### src/rtl/mc_bus_pkg.sv
// Shared definitions for the MCU bus slave: default bus widths and the FSM state encoding.
package mc_bus_pkg;

    localparam int MC_DATA_WIDTH_DEF = 16;
    localparam int MC_ADD_WIDTH_DEF  = 6;

    typedef enum logic [2:0] {
        ST_IDLE,
        ST_WRITE,
        ST_READ_REQ,
        ST_READ_CAP,
        ST_READ_HOLD
    } mc_state_e;

endpackage

### src/rtl/mc_sync.sv
// Multi-bit flop-chain synchronizer with configurable depth and reset value.
module mc_sync #(
    parameter int               WIDTH   = 1,
    parameter int               DEPTH   = 2,
    parameter logic [WIDTH-1:0] RST_VAL = '0
) (
    input  logic             clock,
    input  logic             reset,
    input  logic [WIDTH-1:0] d_i,
    output logic [WIDTH-1:0] q_o
);

    logic [WIDTH-1:0] sync_q [DEPTH];

    always_ff @(posedge clock or negedge reset) begin
        if (!reset) begin
            for (int i = 0; i < DEPTH; i++) sync_q[i] <= RST_VAL;
        end else begin
            // NOTE: non-blocking assignments let each stage take the previous stage's old value.
            sync_q[0] <= d_i;
            for (int i = 1; i < DEPTH; i++) sync_q[i] <= sync_q[i-1];
        end
    end

    assign q_o = sync_q[DEPTH-1];

endmodule

### src/rtl/mc_bus_slave.sv
// Asynchronous MCU bus to single-cycle register strobe bridge.
// Define MC_BUS_SLAVE_ERR_CNT_EN to add the saturating protocol-violation counter err_cnt.
module mc_bus_slave
    import mc_bus_pkg::*;
#(
    parameter int MC_DATA_WIDTH = MC_DATA_WIDTH_DEF,
    parameter int MC_ADD_WIDTH  = MC_ADD_WIDTH_DEF,
    parameter int SYNC_STAGES   = 2
) (
    input  logic                     clock,
    input  logic                     reset,
    input  logic                     mc_ce,
    input  logic                     mc_oe,
    input  logic                     mc_we,
    input  logic [MC_ADD_WIDTH-1:0]  mc_add,
    input  logic [MC_DATA_WIDTH-1:0] mc_data_in,
    output logic [MC_DATA_WIDTH-1:0] mc_data_out,
    output logic                     mc_data_oe,
    output logic [MC_ADD_WIDTH-1:0]  reg_add,
    output logic [MC_DATA_WIDTH-1:0] reg_wdata,
    output logic                     reg_wr_stb,
    output logic                     reg_rd_stb,
    input  logic [MC_DATA_WIDTH-1:0] reg_rdata
`ifdef MC_BUS_SLAVE_ERR_CNT_EN
    ,
    output logic [7:0]               err_cnt
`endif
);

    localparam int BUS_W = MC_ADD_WIDTH + MC_DATA_WIDTH;

    logic [2:0]               ctrl_s;
    logic                     ce_s, oe_s, we_s;
    logic [MC_ADD_WIDTH-1:0]  add_s;
    logic [MC_DATA_WIDTH-1:0] data_s;
    logic [BUS_W-1:0]         bus_dly_q [SYNC_STAGES];
    logic [SYNC_STAGES-1:0]   flush_q;
    logic                     sync_vld;
    logic                     wr_act, rd_act, viol, bus_idle;

    mc_state_e                state_q, state_d;
    logic                     armed_q, armed_d;
    logic                     wr_stb_q, wr_stb_d;
    logic                     rd_stb_q, rd_stb_d;
    logic [MC_ADD_WIDTH-1:0]  reg_add_q;
    logic [MC_DATA_WIDTH-1:0] reg_wdata_q;
    logic [MC_DATA_WIDTH-1:0] rdata_q;
    logic                     latch_add, latch_data, cap;

    mc_sync #(
        .WIDTH   (3),
        .DEPTH   (SYNC_STAGES),
        .RST_VAL (3'b111)
    ) u_ctrl_sync (
        .clock (clock),
        .reset (reset),
        .d_i   ({mc_ce, mc_oe, mc_we}),
        .q_o   (ctrl_s)
    );

    assign {ce_s, oe_s, we_s} = ctrl_s;

    always_ff @(posedge clock or negedge reset) begin
        if (!reset) begin
            // NOTE: the delay line is reset so reg_add/reg_wdata never pick up X after reset.
            for (int i = 0; i < SYNC_STAGES; i++) bus_dly_q[i] <= '0;
            flush_q <= '0;
        end else begin
            bus_dly_q[0] <= {mc_add, mc_data_in};
            for (int i = 1; i < SYNC_STAGES; i++) bus_dly_q[i] <= bus_dly_q[i-1];
            flush_q <= {flush_q[SYNC_STAGES-2:0], 1'b1};
        end
    end

    assign {add_s, data_s} = bus_dly_q[SYNC_STAGES-1];
    // Synchronizer outputs only reflect the real bus once the reset value has flushed out.
    assign sync_vld = flush_q[SYNC_STAGES-1];

    assign wr_act   = !ce_s && !we_s &&  oe_s;
    assign rd_act   = !ce_s && !oe_s &&  we_s;
    assign viol     = !ce_s && !oe_s && !we_s;
    assign bus_idle =  ce_s || (oe_s && we_s);

    always_comb begin
        // NOTE: every output gets a default first so no path through the case infers a latch.
        state_d    = state_q;
        armed_d    = (armed_q || (sync_vld && bus_idle)) && !viol;
        wr_stb_d   = 1'b0;
        rd_stb_d   = 1'b0;
        latch_add  = 1'b0;
        latch_data = 1'b0;
        cap        = 1'b0;
        unique case (state_q)
            ST_IDLE: begin
                if (armed_q && wr_act) begin
                    state_d    = ST_WRITE;
                    latch_add  = 1'b1;
                    latch_data = 1'b1;
                end else if (armed_q && rd_act) begin
                    state_d   = ST_READ_REQ;
                    latch_add = 1'b1;
                    rd_stb_d  = 1'b1;
                end
            end
            ST_WRITE: begin
                if (wr_act) begin
                    latch_add  = 1'b1;
                    latch_data = 1'b1;
                end else begin
                    state_d  = ST_IDLE;
                    wr_stb_d = !viol;
                end
            end
            ST_READ_REQ:  state_d = ST_READ_CAP;
            ST_READ_CAP: begin
                state_d = ST_READ_HOLD;
                cap     = 1'b1;
            end
            ST_READ_HOLD: if (!rd_act) state_d = ST_IDLE;
            default:      state_d = ST_IDLE;
        endcase
    end

    always_ff @(posedge clock or negedge reset) begin
        if (!reset) begin
            state_q     <= ST_IDLE;
            armed_q     <= 1'b0;
            wr_stb_q    <= 1'b0;
            rd_stb_q    <= 1'b0;
            reg_add_q   <= '0;
            reg_wdata_q <= '0;
            rdata_q     <= '0;
        end else begin
            state_q  <= state_d;
            armed_q  <= armed_d;
            wr_stb_q <= wr_stb_d;
            rd_stb_q <= rd_stb_d;
            if (latch_add)  reg_add_q   <= add_s;
            if (latch_data) reg_wdata_q <= data_s;
            if (cap)        rdata_q     <= reg_rdata;
        end
    end

    // reg_rdata is passed straight through during capture to meet the read latency.
    assign mc_data_out = (state_q == ST_READ_CAP) ? reg_rdata : rdata_q;
    assign mc_data_oe  = rd_act && (state_q == ST_READ_REQ || state_q == ST_READ_CAP ||
                                    state_q == ST_READ_HOLD);
    assign reg_add     = reg_add_q;
    assign reg_wdata   = reg_wdata_q;
    assign reg_wr_stb  = wr_stb_q;
    assign reg_rd_stb  = rd_stb_q;

`ifdef MC_BUS_SLAVE_ERR_CNT_EN
    logic       viol_q;
    logic [7:0] err_cnt_q;

    always_ff @(posedge clock or negedge reset) begin
        if (!reset) begin
            viol_q    <= 1'b0;
            err_cnt_q <= '0;
        end else begin
            viol_q <= viol;
            if (viol && !viol_q && err_cnt_q != 8'hFF) err_cnt_q <= err_cnt_q + 8'd1;
        end
    end

    assign err_cnt = err_cnt_q;
`endif

endmodule

### config.mk
export PLATFORM = sky130hd
export DESIGN_NAME = mc_bus_slave
export DESIGN_NICKNAME = d
export VERILOG_FILES = /design/src/rtl/mc_bus_pkg.sv /design/src/rtl/mc_sync.sv /design/src/rtl/mc_bus_slave.sv
export SDC_FILE = /design/constraint.sdc
export NUM_CORES = 1
export LEC_CHECK = 0
export CAP_MARGIN = 0
export CORE_UTILIZATION = 45
export CTS_BUF_LIST = sky130_fd_sc_hd__clkbuf_16
export CTS_CLUSTER_SIZE = 24
export DETAILED_ROUTE_END_ITERATION = 6
export DONT_BUFFER_PORTS = 1
export GPL_TIMING_DRIVEN = 0
export PLACE_DENSITY = 0.71
export SYNTH_ARGS = -nofsm -noshare
export SYNTH_HDL_FRONTEND = slang
export SYNTH_SLANG_ARGS = --single-unit
### constraint.sdc
create_clock -name clock -period 1.86 [get_ports clock]
set_input_delay 0.372 -clock clock [delete_from_list [all_inputs] [get_ports clock]]
set_output_delay 0.372 -clock clock [all_outputs]
set_load 0.05 [all_outputs]
==> key figures, run 1 <==
Status
  • Outcome: finished with violations
  • Failing checks: negative hold slack, negative setup slack

Setup path
  • CP Launch Type: flip-flop
  • Critical path peak fanout: 7
  • Crit path required time: 1.49 ns
  • CP Class: flip-flop to primary output
  • Worst Path Arrival: 1.61 ns
  • Cells on worst reg2reg path: 4
  • Endpoint class of the critical path: primary output

CTS
  • Clk slew on worst S/H paths: 0.06 ns
  • Clk Latency, worst-skew pair: 0.33 ns
  • Clock sink total: 96
  • H-tree Lvls: 3
  • Deepest clock path buffer count: 2
  • Root Driver: clkbuf_16
  • TritonCTS clock tree: done
  • CTS Buf Count: 9

Timing
  • Least-Margin Pin Slew: 0.717 ns
  • Unrepaired setup endpoints after global routing: yes
  • Max Clock Freq: 0.504 GHz
  • Final Cycle Share: 107%
  • # setup viols final: 16
  • Final Worst Setup Slack: -0.122 ns
  • Slew Viols, Final: 0
  • Worst slew margin: 52.1%
  • Tmin final: 1.98 ns
  • Setup TNS after final layout: -1.82 ns
  • Hold_ws: -0.265 ns
  • Final Hold Viols: 96
  • Skew final: 0.00572 ns

Route
  • DRT iter0 DRCs: 67
  • Drt drc: 0
  • Vias per cell: 5.14
  • Drt total wl: 5.20 mm
  • Routed WL per cell: 16.8 µm
  • DRT Pass-1 Iters: 4
  • Routed Antenna Nets: 0
  • Via count: 1,588

Global route
  • Antenna violations before repair: 0
  • Vias in the first global route: 1,711
  • Largest net degree at the start of global routing: 97
  • Total Routing Usage GR: 15.4%
  • Grt total ovfl: 0
  • First-pass GRT wire length: 8.53 mm

Logic synthesis
  • Async set or reset register ratio after synthesis: 100%
  • Synth cell types: 29
  • Cell taking the most area after synthesis: dfrtp_1
  • Seq/Total Area, Yosys: 76.2%
  • Syn avg cell area: 16.8 µm²
  • Syn Inst Count: 188
  • FF+latch count, synth: 96
  • Ranking of synthesized cells by area: dfrtp_1 71%, mux2_2 11%, dfstp_2 5.0%
  • Area share of the largest cell type after synthesis: 71.2%
  • Synthesized area: 0.00316 mm²
  • Syn Nets: 231
  • Synth Flop Type: dfrtp_1
  • EDFF count, synth: 0
  • Yosys Warn Count: 0

Floorplanning
  • Initial Util: 46.5%
  • Die W: 85.8 µm
  • Die ar.: 0.00737 mm²
  • Row count: 30
  • I/O Pins: 84
  • CORE AREA: 0.00679 mm²
  • Die height: 85.8 µm

Place
  • I/O Buffers: 0
  • Routability Congestion: 0.763
  • Placed cells: 284
  • DP HPWL: 3.07 mm
  • Setup slack after placement: -0.434 ns

Pwr
  • Pleak: 1.70 nW
  • Pwr Density: 1900 mW/mm²
  • Max VDD drop: 1.02 mV

Cells and area
  • Nets: 251
  • Antenna Cells: 0
  • Share of layout cells above drive strength 1: 38.5%
  • Area grow syn2layout: 21.6%
  • Post-Layout Cell Count: 309
  • Post-layout utilization of the core: 56.6%

Worst hold path
  • Hold Path Class: input port to async pin

Flow run
  • Max Cap Viol: 0
-- worst paths after layout --
kind                                         startpoint                               to  slack [ns]
max in group asynchronous                         reset  u_ctrl_sync.sync_q[5]$_DFF_PN1_        1.89
min in group clock                                mc_we  u_ctrl_sync.sync_q[3]$_DFF_PN1_        0.04
worst max-delay path             state_q[2]$_DFFE_PN0P_                   mc_data_out[2]       -0.12
worst min register to register  bus_dly_q[42]$_DFF_PN0_               add_s[4]$_DFF_PN0_        0.35
worst min-delay path                              reset          bus_dly_q[27]$_DFF_PN0_       -0.26
worst max register to register   state_q[2]$_DFFE_PN0P_           reg_add[4]$_DFFE_PN0P_        0.01
-- state kept, by name (all words and copies together) (netlist names), 2 cells and up --
| signal | count |
|---|---|
| rdata_q | 16 |
| u_ctrl_sync.sync_q | 3 |
| bus_dly_q | 38 |
| reg_wdata | 16 |
| add_s | 6 |
| state_q | 3 |
| reg_add | 6 |
| u_ctrl_sync.q_o | 3 |
| flush_q | 2 |
-- report_power, final --
| part | switching, mW | total [mW] | internal [mW] |
|---|---|---|---|
| logic | 1.16 | 1.92 | 0.758 |
| registers | 1.16 | 3.74 | 2.58 |
| clock network | 0.744 | 1.65 | 0.905 |
| total | 3.06 | 7.31 | 4.25 |
-- placed cells by master, fill, tap and decap left out --
cell,count
dfrtp_1,87
mux2_4,32
clkbuf_16,9
buf_4,8
o21ai_0,7
nand4b_1,6
nand3_1,6
o211ai_1,6
dfstp_2,6
buf_6,5
nor2_1,5
buf_8,3
dfrtp_2,3
nor3b_1,2
clkinvlp_4,2
clkinv_2,2
inv_6,2
nand3b_1,1
maj3_1,1
o22a_1,1
nand2b_4,1
nand2_1,1
nor2_4,1
nand2_2,1
a21oi_4,1
or4b_2,1
or3b_2,1
clkbuf_1,1
o22ai_1,1
nand2b_1,1
or3b_4,1
or3_1,1
a21oi_1,1
xor2_1,1
nor3b_4,1
nor4b_2,1
nor4_4,1
clkinv_1,1
conb_1,1
-- stage by stage --
step / hold WS (ns) / instance area (µm²) / total power, mW
after global routing: -0.286 / 3850 / 7.61
after CTS: -0.282 / 3810 / 7.32
final: -0.265 / 3850 / 7.31
after detailed placement: 0.0786 / 3290 / 5.30
after floorplan: 0.0764 / 3170 / 5.09
after global placement: 0.0785 / 3290 / 5.25
-- cells in the mapped netlist, drive strengths merged, types with 2 or more instances --
| cell type | n |
|---|---|
| a21oi | 2 |
| buf | 3 |
| clkbuf | 5 |
| dfrtp | 90 |
| dfstp | 6 |
| mux2 | 32 |
| nand2 | 2 |
| nand2b | 2 |
| nand3 | 6 |
| nand4b | 6 |
| nor2 | 6 |
| nor3b | 3 |
| o211ai | 6 |
| o21ai | 7 |
| or3b | 2 |
-- critical path: stages, from the launching register on --
cell,delay [ns]
dfrtp_2,0.42
nand3b_1,0.26
buf_6,0.21
mux2_4,0.39
-- kinds of logic after synthesis --
family                     share of synthesized area [%]
buffers and inverters                               1.27
AOI/OAI and AO/OA                                   3.32
and+or+nand+nor                                     7.08
DFF                                                 76.2
other                                              0.119
xor gates and xnor gates                           0.277
muxes                                               11.4
adders and majority gates                          0.317
-- routing by layer --
metal	part of all wire (%)	routed length [µm]	global-route usage [%]	vias to the layer above
met2	50	2620	23.3	47
met1	41	2150	19.9	836
met3	6.3	326	4.91	8
met4	1.9	97	8.48	0
li1	-	-	-	697
met5	0	0	0	-
-- final cells by class --
type / instances / area, µm²
buffer: 4 / 37.5
clock buffer: 9 / 225
clock inverter: 7 / 46.3
fill: 513 / 2950
multi-input combinational: 84 / 876
sequential: 96 / 2410
tap: 96 / 120
timing repair buffer: 13 / 128
-- repair_timing --
| item | CTS | global route |
|---|---|---|
| buffers inserted | 9 | 2 |
| endpoints found under the setup margin | 39 | 39 |
| pin swaps | 2 | 3 |
| gates resized for setup | 51 | 10 |
| cloned | 2 | 0 |
| hold endpoints to repair | 96 | 96 |
Power figures use the tool's default switching activity.
==> inputs of run 2 (changes only) <==
--- a/config.mk
+++ b/config.mk
@@ -6,12 +6,12 @@
 export NUM_CORES = 1
 export LEC_CHECK = 0
+export ABC_AREA = 1
 export CAP_MARGIN = 0
-export CORE_UTILIZATION = 45
+export CORE_UTILIZATION = 43
 export CTS_BUF_LIST = sky130_fd_sc_hd__clkbuf_16
 export CTS_CLUSTER_SIZE = 24
 export DETAILED_ROUTE_END_ITERATION = 6
-export DONT_BUFFER_PORTS = 1
 export GPL_TIMING_DRIVEN = 0
-export PLACE_DENSITY = 0.71
+export PLACE_DENSITY = 0.84
 export SYNTH_ARGS = -nofsm -noshare
 export SYNTH_HDL_FRONTEND = slang
==> constraint.sdc (replaced) <==
create_clock -name clock -period 1.86 [get_ports clock]
set_input_delay 0.372 -clock clock [delete_from_list [all_inputs] [get_ports clock]]
set_output_delay 0.372 -clock clock [all_outputs]
set_load 0.02 [all_outputs]
==> run 2 against run 1 <==
  * The run ends with negative setup slack left
  * Non-clock buffer count increased by 79
  * Critical path depth increased by 2
  * Fmax increased by 3.7%
  * Global-route usage increased by 0.81 points
  * Clock-buffer cell count unchanged
  * Clock power decreased by 2%
  * Critical path type unchanged
  * Worst setup slack improved by 0.070 ns
==> key figures, run 2 <==
Place
  • Routability Congestion: 0.737
  • Placed cells: 401
  • I/O Buffers: 83
  • DP HPWL: 3.79 mm

Route
  • Drt total wl: 5.68 mm
  • Routed WL per cell: 13.4 µm
  • Via count: 1,904
  • Drt drc: 0
  • Vias per cell: 4.48
  • DRT iter0 DRCs: 62
  • Routed Antenna Nets: 0
  • DRT Pass-1 Iters: 4

Floorplanning
  • Die W: 88.0 µm
  • I/O Pins: 84
  • CORE AREA: 0.00698 mm²
  • Die height: 88.0 µm
  • Initial Util: 45.5%
  • Die ar.: 0.00774 mm²
  • Row count: 30

Timing
  • # setup viols final: 16
  • Slew Viols, Final: 0
  • Skew final: 0.00755 ns
  • Max Clock Freq: 0.523 GHz
  • Tmin final: 1.91 ns
  • Final Cycle Share: 103%
  • Unrepaired setup endpoints after global routing: yes
  • Final Hold Viols: 0
  • Final Worst Setup Slack: -0.0522 ns
  • Setup TNS after final layout: -0.509 ns

Logic synthesis
  • Seq/Total Area, Yosys: 75.8%
  • Syn avg cell area: 14.4 µm²
  • Async set or reset register ratio after synthesis: 100%
  • Count leader, synth: dfrtp_1
  • Ranking of synthesized cells by area: dfrtp_1 71%, nand2_1 5.7%, dfstp_2 5.0%
  • Cell taking the most area after synthesis: dfrtp_1
  • Synthesized area: 0.00318 mm²
  • List of most frequent post-synthesis cells: 90 x dfrtp_1, 48 x nand2_1, 16 x o21ai_0, 11 x nand3_1, 9 x mux2_1
  • FF+latch count, synth: 96
  • Area share of the largest cell type after synthesis: 70.9%
  • Syn Nets: 264
  • Syn Inst Count: 221
  • Synth cell types: 24
  • Synth Flop Type: dfrtp_1
  • EDFF count, synth: 0
  • Yosys Warn Count: 0

Flow run
  • Max Cap Viol: 0

CTS
  • CTS Buf Count: 9
  • Deepest clock path buffer count: 2
  • CTS hold repair buffers: 0
  • Root Driver: clkbuf_16
  • Clk slew on worst S/H paths: 0.06 ns
  • TritonCTS clock tree: done
  • Clk Latency, worst-skew pair: 0.32 ns
  • Clock sink total: 96
  • H-tree Lvls: 3

Global route
  • Grt total ovfl: 0
  • Total Routing Usage GR: 16.2%
  • Vias in the first global route: 2,034
  • Antenna violations before repair: 0
  • Largest net degree at the start of global routing: 63
  • First-pass GRT wire length: 9.20 mm

Cells and area
  • Share of layout cells above drive strength 1: 24.6%
  • Most frequent cells in the layout: 88 x dfrtp_1, 65 x clkdlybuf4s50_1, 48 x nand2_1
  • FF/Latch Area: 0.00241 mm²
  • Largest Register: bus_dly_q
  • Post-Layout Cell Count: 425
  • Nets: 367
  • Multi-input gate area: 722 µm²
  • Antenna Cells: 0
  • Most common cell after layout, fill and taps aside: dfrtp_1
  • Fill cells: 562
  • Area grow syn2layout: 40.9%
  • Max reg flops: 38

Pwr
  • Pleak: 2.12 nW
  • Pwr Density: 1570 mW/mm²
  • Max VDD drop: 1.01 mV

Status
  • Outcome: finished with violations
  • Failing checks: negative setup slack

Setup path
  • CP Launch Type: flip-flop
  • CP peak stage delay: 0.40 ns
  • Slowest-stage cell, CP: dfrtp_1
  • Crit path required time: 1.49 ns
  • Endpoint class of the critical path: primary output
  • Critical path peak fanout: 10
  • Crit path cell chain: inv_2 > nand3_4 > buf_8 > mux2_1 > buf_2
  • Worst Path Arrival: 1.54 ns
  • CP Class: flip-flop to primary output

Worst hold path
  • Hold Path Class: input port to async pin
==> run 2: cell types whose count changed after synthesis, moves of 4 or more <==
cell	delta
nand2_1	+46
mux2_2	-24
o21ai_0	+9
mux2_1	+8
nand4b_1	-6
o211ai_1	-6
clkbuf_1	-5
nand3_1	+5
inv_1	+4
inv_2	+4
==> run 2: worst paths after layout <==
path,to,slack [ns],depth (start not counted),from
min,bus_dly_q[4]$_DFF_PN0_,0.004,1,reset
min reg2reg,bus_dly_q[15]$_DFF_PN0_,0.35,0,bus_dly_q[37]$_DFF_PN0_
max in group asynchronous,state_q[1]$_DFFE_PN0P_,1.20,2,reset
min in group clock,bus_dly_q[15]$_DFF_PN0_,0.35,0,bus_dly_q[37]$_DFF_PN0_
max,mc_data_out[8],-0.05,5,state_q[2]$_DFFE_PN0P_
max reg2reg,reg_wdata[6]$_DFFE_PN0P_,0.28,9,state_q[2]$_DFFE_PN0P_
==> run 2: logic make-up (layout without fill, tap and decap cells) <==
family	Yosys count	in the layout	synth area share, %
flops	96	96	75.8
mux	16	16	5.67
buf+inv	12	120	2.24
simple gates	76	76	12.8
compound gates	20	20	3.31
other cells	1	1	0.118
==> run 2: area by class of cell <==
type                    count  area share [%]
flip-flops and latches     96            53.9
repair buffers             92            19.7
multi-input cells         113            16.1
clock buffers               9            5.03
well taps                  96            2.68
plain buffers               4            1.01
clock inverters             7           0.894
inverters                   8           0.671
==> run 2: power by group <==
part	internal (mW)	total [mW]	leakage [nW]	switching, mW
registers	2.61	2.82	1.13	0.219
clock network	0.891	1.61	0.128	0.718
logic	1.26	2.58	0.853	1.32
total	4.75	7.01	2.12	2.26
==> run 2: timing repair <==
item / 4_1_cts / 5_1_grt
setup endpoints to repair: 17 / 17
cloned: 0 / 0
buffers inserted: 4 / 4
hold endpoints to repair: 0 / 0
gates resized for setup: 90 / 13
==> run 2: worst max-delay path, delay by kind of cell, from the launching register on <==
family                 cells  cell delay [ns]
buffers and inverters      3             0.41
DFF                        1             0.40
muxes                      1             0.32
and+or+nand+nor            1             0.09
==> run 2: routing by layer <==
layer	vias up	global-route usage [%]	share of wire, %
li1	922	-	-
met1	916	17.6	41
met2	62	29.7	53
met3	4	4.52	5.4
met4	0	6.71	0.90
met5	-	0	0
==> run 2: stage by stage <==
step	hold slack, ns	total power, mW	area (µm²)	util [%]	setup WS (ns)
final	0.00378	7.01	4480	64.1	-0.0522
after CTS	0.00585	6.99	4430	63.5	-0.0822
after global placement	0.332	5.26	4130	59.1	-2.80
after global routing	0.0296	7.39	4480	64.1	-0.111
after detailed placement	0.335	5.35	4150	59.5	-0.262
after floorplan	0.0764	4.14	3180	-	0.301
==> inputs of run 3 (changes only) <==
CORE_MARGIN = 5   (was default)
CTS_BUF_LIST = sky130_fd_sc_hd__clkbuf_8 sky130_fd_sc_hd__clkbuf_16   (was sky130_fd_sc_hd__clkbuf_16)
==> run 3 against run 2 <==
  * The flow still finishes with violations (negative setup slack)
  * Global-route usage is 2.0 points lower
  * Worst setup slack worse by 0.054 ns
  * Sequential power hardly changed
  * Combinational power is 10% higher
  * Critical path type unchanged
  * Largest power group is now combinational cells
==> key figures, run 3 (same netlist as run 2, synthesis figures left out) <==
Pwr
  • Pwr Density: 1540 mW/mm²
  • Part of the power in the clock network: 19.2%
  • Net switching power: 2.32 mW
  • Power Internal: 4.69 mW
  • Pleak: 2.14 nW
  • Max VDD drop: 0.940 mV
  • Pwr Total: 7.00 mW
  • Combinational Power Share: 40.6%
  • Switching part of the total: 33.1%
  • Sequential Power Share: 40.2%

Route
  • Routed WL per cell: 13.6 µm
  • Highest metal used: met4
  • Via count: 1,941
  • DR WL met2: 3.15 mm
  • Drt drc: 0
  • DRT iter0 DRCs: 59
  • Drt total wl: 5.87 mm
  • DRT Pass-1 Iters: 4
  • Vias per cell: 4.49
  • Met3 wire length: 391 µm
  • Met1 wire length: 2.24 mm
  • Routed Antenna Nets: 0

Setup path
  • Delay-heaviest family, CP: flip-flops
  • Crit path cell chain: inv_2 > nand3_4 > buf_16 > mux2_4 > buf_6
  • CP peak stage delay: 0.41 ns
  • Endpoint class of the critical path: primary output
  • Number of buffers and inverters on the critical path: 3
  • Slowest-stage cell, CP: dfrtp_1
  • R2R Setup Slk: 0.22 ns
  • Crit path required time: 1.49 ns
  • CP Launch Type: flip-flop
  • Critical path peak fanout: 5
  • CP Class: flip-flop to primary output
  • Worst Path Arrival: 1.59 ns

Place
  • I/O Buffers: 83
  • Placed cells: 404
  • Routability Congestion: 0.769
  • DP HPWL: 4.01 mm
  • Post-DP Area: 0.00416 mm²
  • Setup slack after placement: -0.278 ns

Timing
  • Slew Viols, Final: 0
  • Final Hold Viols: 0
  • Final Worst Setup Slack: -0.106 ns
  • Setup TNS after final layout: -1.49 ns
  • Hold_ws: 0.354 ns
  • Max Clock Freq: 0.509 GHz
  • # setup viols final: 16
  • Tmin final: 1.97 ns
  • Unrepaired setup endpoints after global routing: yes
  • Skew final: 0.0108 ns
  • Final Cycle Share: 106%

Cells and area
  • Post-Layout Cell Count: 432
  • Antenna Cells: 0
  • Design Area, Final: 0.00453 mm²
  • Most frequent cells in the layout: 89 x dfrtp_1, 65 x clkdlybuf4s50_1, 48 x nand2_1
  • Most common cell after layout, fill and taps aside: dfrtp_1
  • Post-layout utilization of the core: 62.9%
  • Nets: 371
  • Largest Register: bus_dly_q
  • Share of layout cells above drive strength 1: 27.0%
  • Area grow syn2layout: 42.7%
  • Fill cells: 602
  • Max reg flops: 38

Floorplanning
  • Row count: 31
  • I/O Pins: 84
  • Initial Util: 44.1%
  • Die W: 96.0 µm
  • Die ar.: 0.00921 mm²
  • CORE AREA: 0.00721 mm²
  • Die height: 96.0 µm

CTS
  • Root Driver: clkbuf_8
  • CTS Buf Count: 9
  • Clk slew on worst S/H paths: 0.09 ns
  • H-tree Lvls: 3
  • Clk Latency, worst-skew pair: 0.35 ns
  • TritonCTS clock tree: done
  • Clock sink total: 96
  • Deepest clock path buffer count: 2

Global route
  • First-pass GRT wire length: 9.74 mm
  • Largest net degree at the start of global routing: 67
  • Grt total ovfl: 0
  • Vias in the first global route: 2,119
  • Antenna violations before repair: 0
  • Total Routing Usage GR: 14.2%

Flow run
  • Max Cap Viol: 0

Status
  • Failing checks: negative setup slack
  • Outcome: finished with violations

Worst hold path
  • Hold Path Class: flip-flop to flip-flop
-- run 3: cell count changes in the layout (fill, tap and decap cells not counted), sizes merged --
| cell | delta |
|---|---|
| buf | +3 |
| bufinv | +1 |
| clkinv | -2 |
| clkinvlp | -1 |
| dlygate4sd3 | +1 |
| inv | +2 |
-- run 3: per-layer routing --
metal,track usage (%),vias up
li1,-,926
met1,16.6,947
met2,23.6,61
met3,4.38,7
met4,7.23,0
met5,0,-
-- run 3: repair_timing --
| item | 4_1_cts | 5_1_grt |
|---|---|---|
| pin swaps | 1 | 0 |
| gates cloned | 1 | 0 |
| setup endpoints to repair | 17 | 17 |
| endpoints found under the hold margin | 30 | 0 |
| resized for setup | 117 | 1 |
| setup buffers | 8 | 2 |
| hold buffers | 1 | 0 |
-- run 3: final timing paths --
kind / startpoint / end / cells after the start
setup / recovery: state_q[2]$_DFFE_PN0P_ / mc_data_out[6] / 5
hold / removal: bus_dly_q[24]$_DFF_PN0_ / bus_dly_q[2]$_DFF_PN0_ / 0
setup reg to reg: state_q[2]$_DFFE_PN0P_ / reg_wdata[5]$_DFFE_PN0P_ / 10
hold reg to reg: bus_dly_q[24]$_DFF_PN0_ / bus_dly_q[2]$_DFF_PN0_ / 0
max in group asynchronous: reset / u_ctrl_sync.sync_q[3]$_DFF_PN1_ / 3
min in group asynchronous: reset / rdata_q[7]$_DFFE_PN0P_ / 2
-- run 3: layout make-up --
type / count / area (µm²) / area share, %
clock inverter: 7 / 77.6 / 1.71
clock buffer: 9 / 124 / 2.73
timing repair buffer: 96 / 990 / 21.8
sequential: 96 / 2410 / 53.2
multi-input combinational: 113 / 731 / 16.1
tap: 99 / 124 / 2.73
buffer: 4 / 45.0 / 0.993
inverter: 8 / 32.5 / 0.717
-- run 3: power groups by stage --
stage          Combinational (mW)  Sequential [mW]  Clock (mW)
5_1_grt                      3.05             2.88        1.50
2_1_floorplan                1.01             3.13           0
3_5_place_dp                 2.51             2.87           0
6_report                     2.84             2.82        1.35
4_1_cts                      2.86             2.82        1.40
3_3_place_gp                 2.45             2.84           0
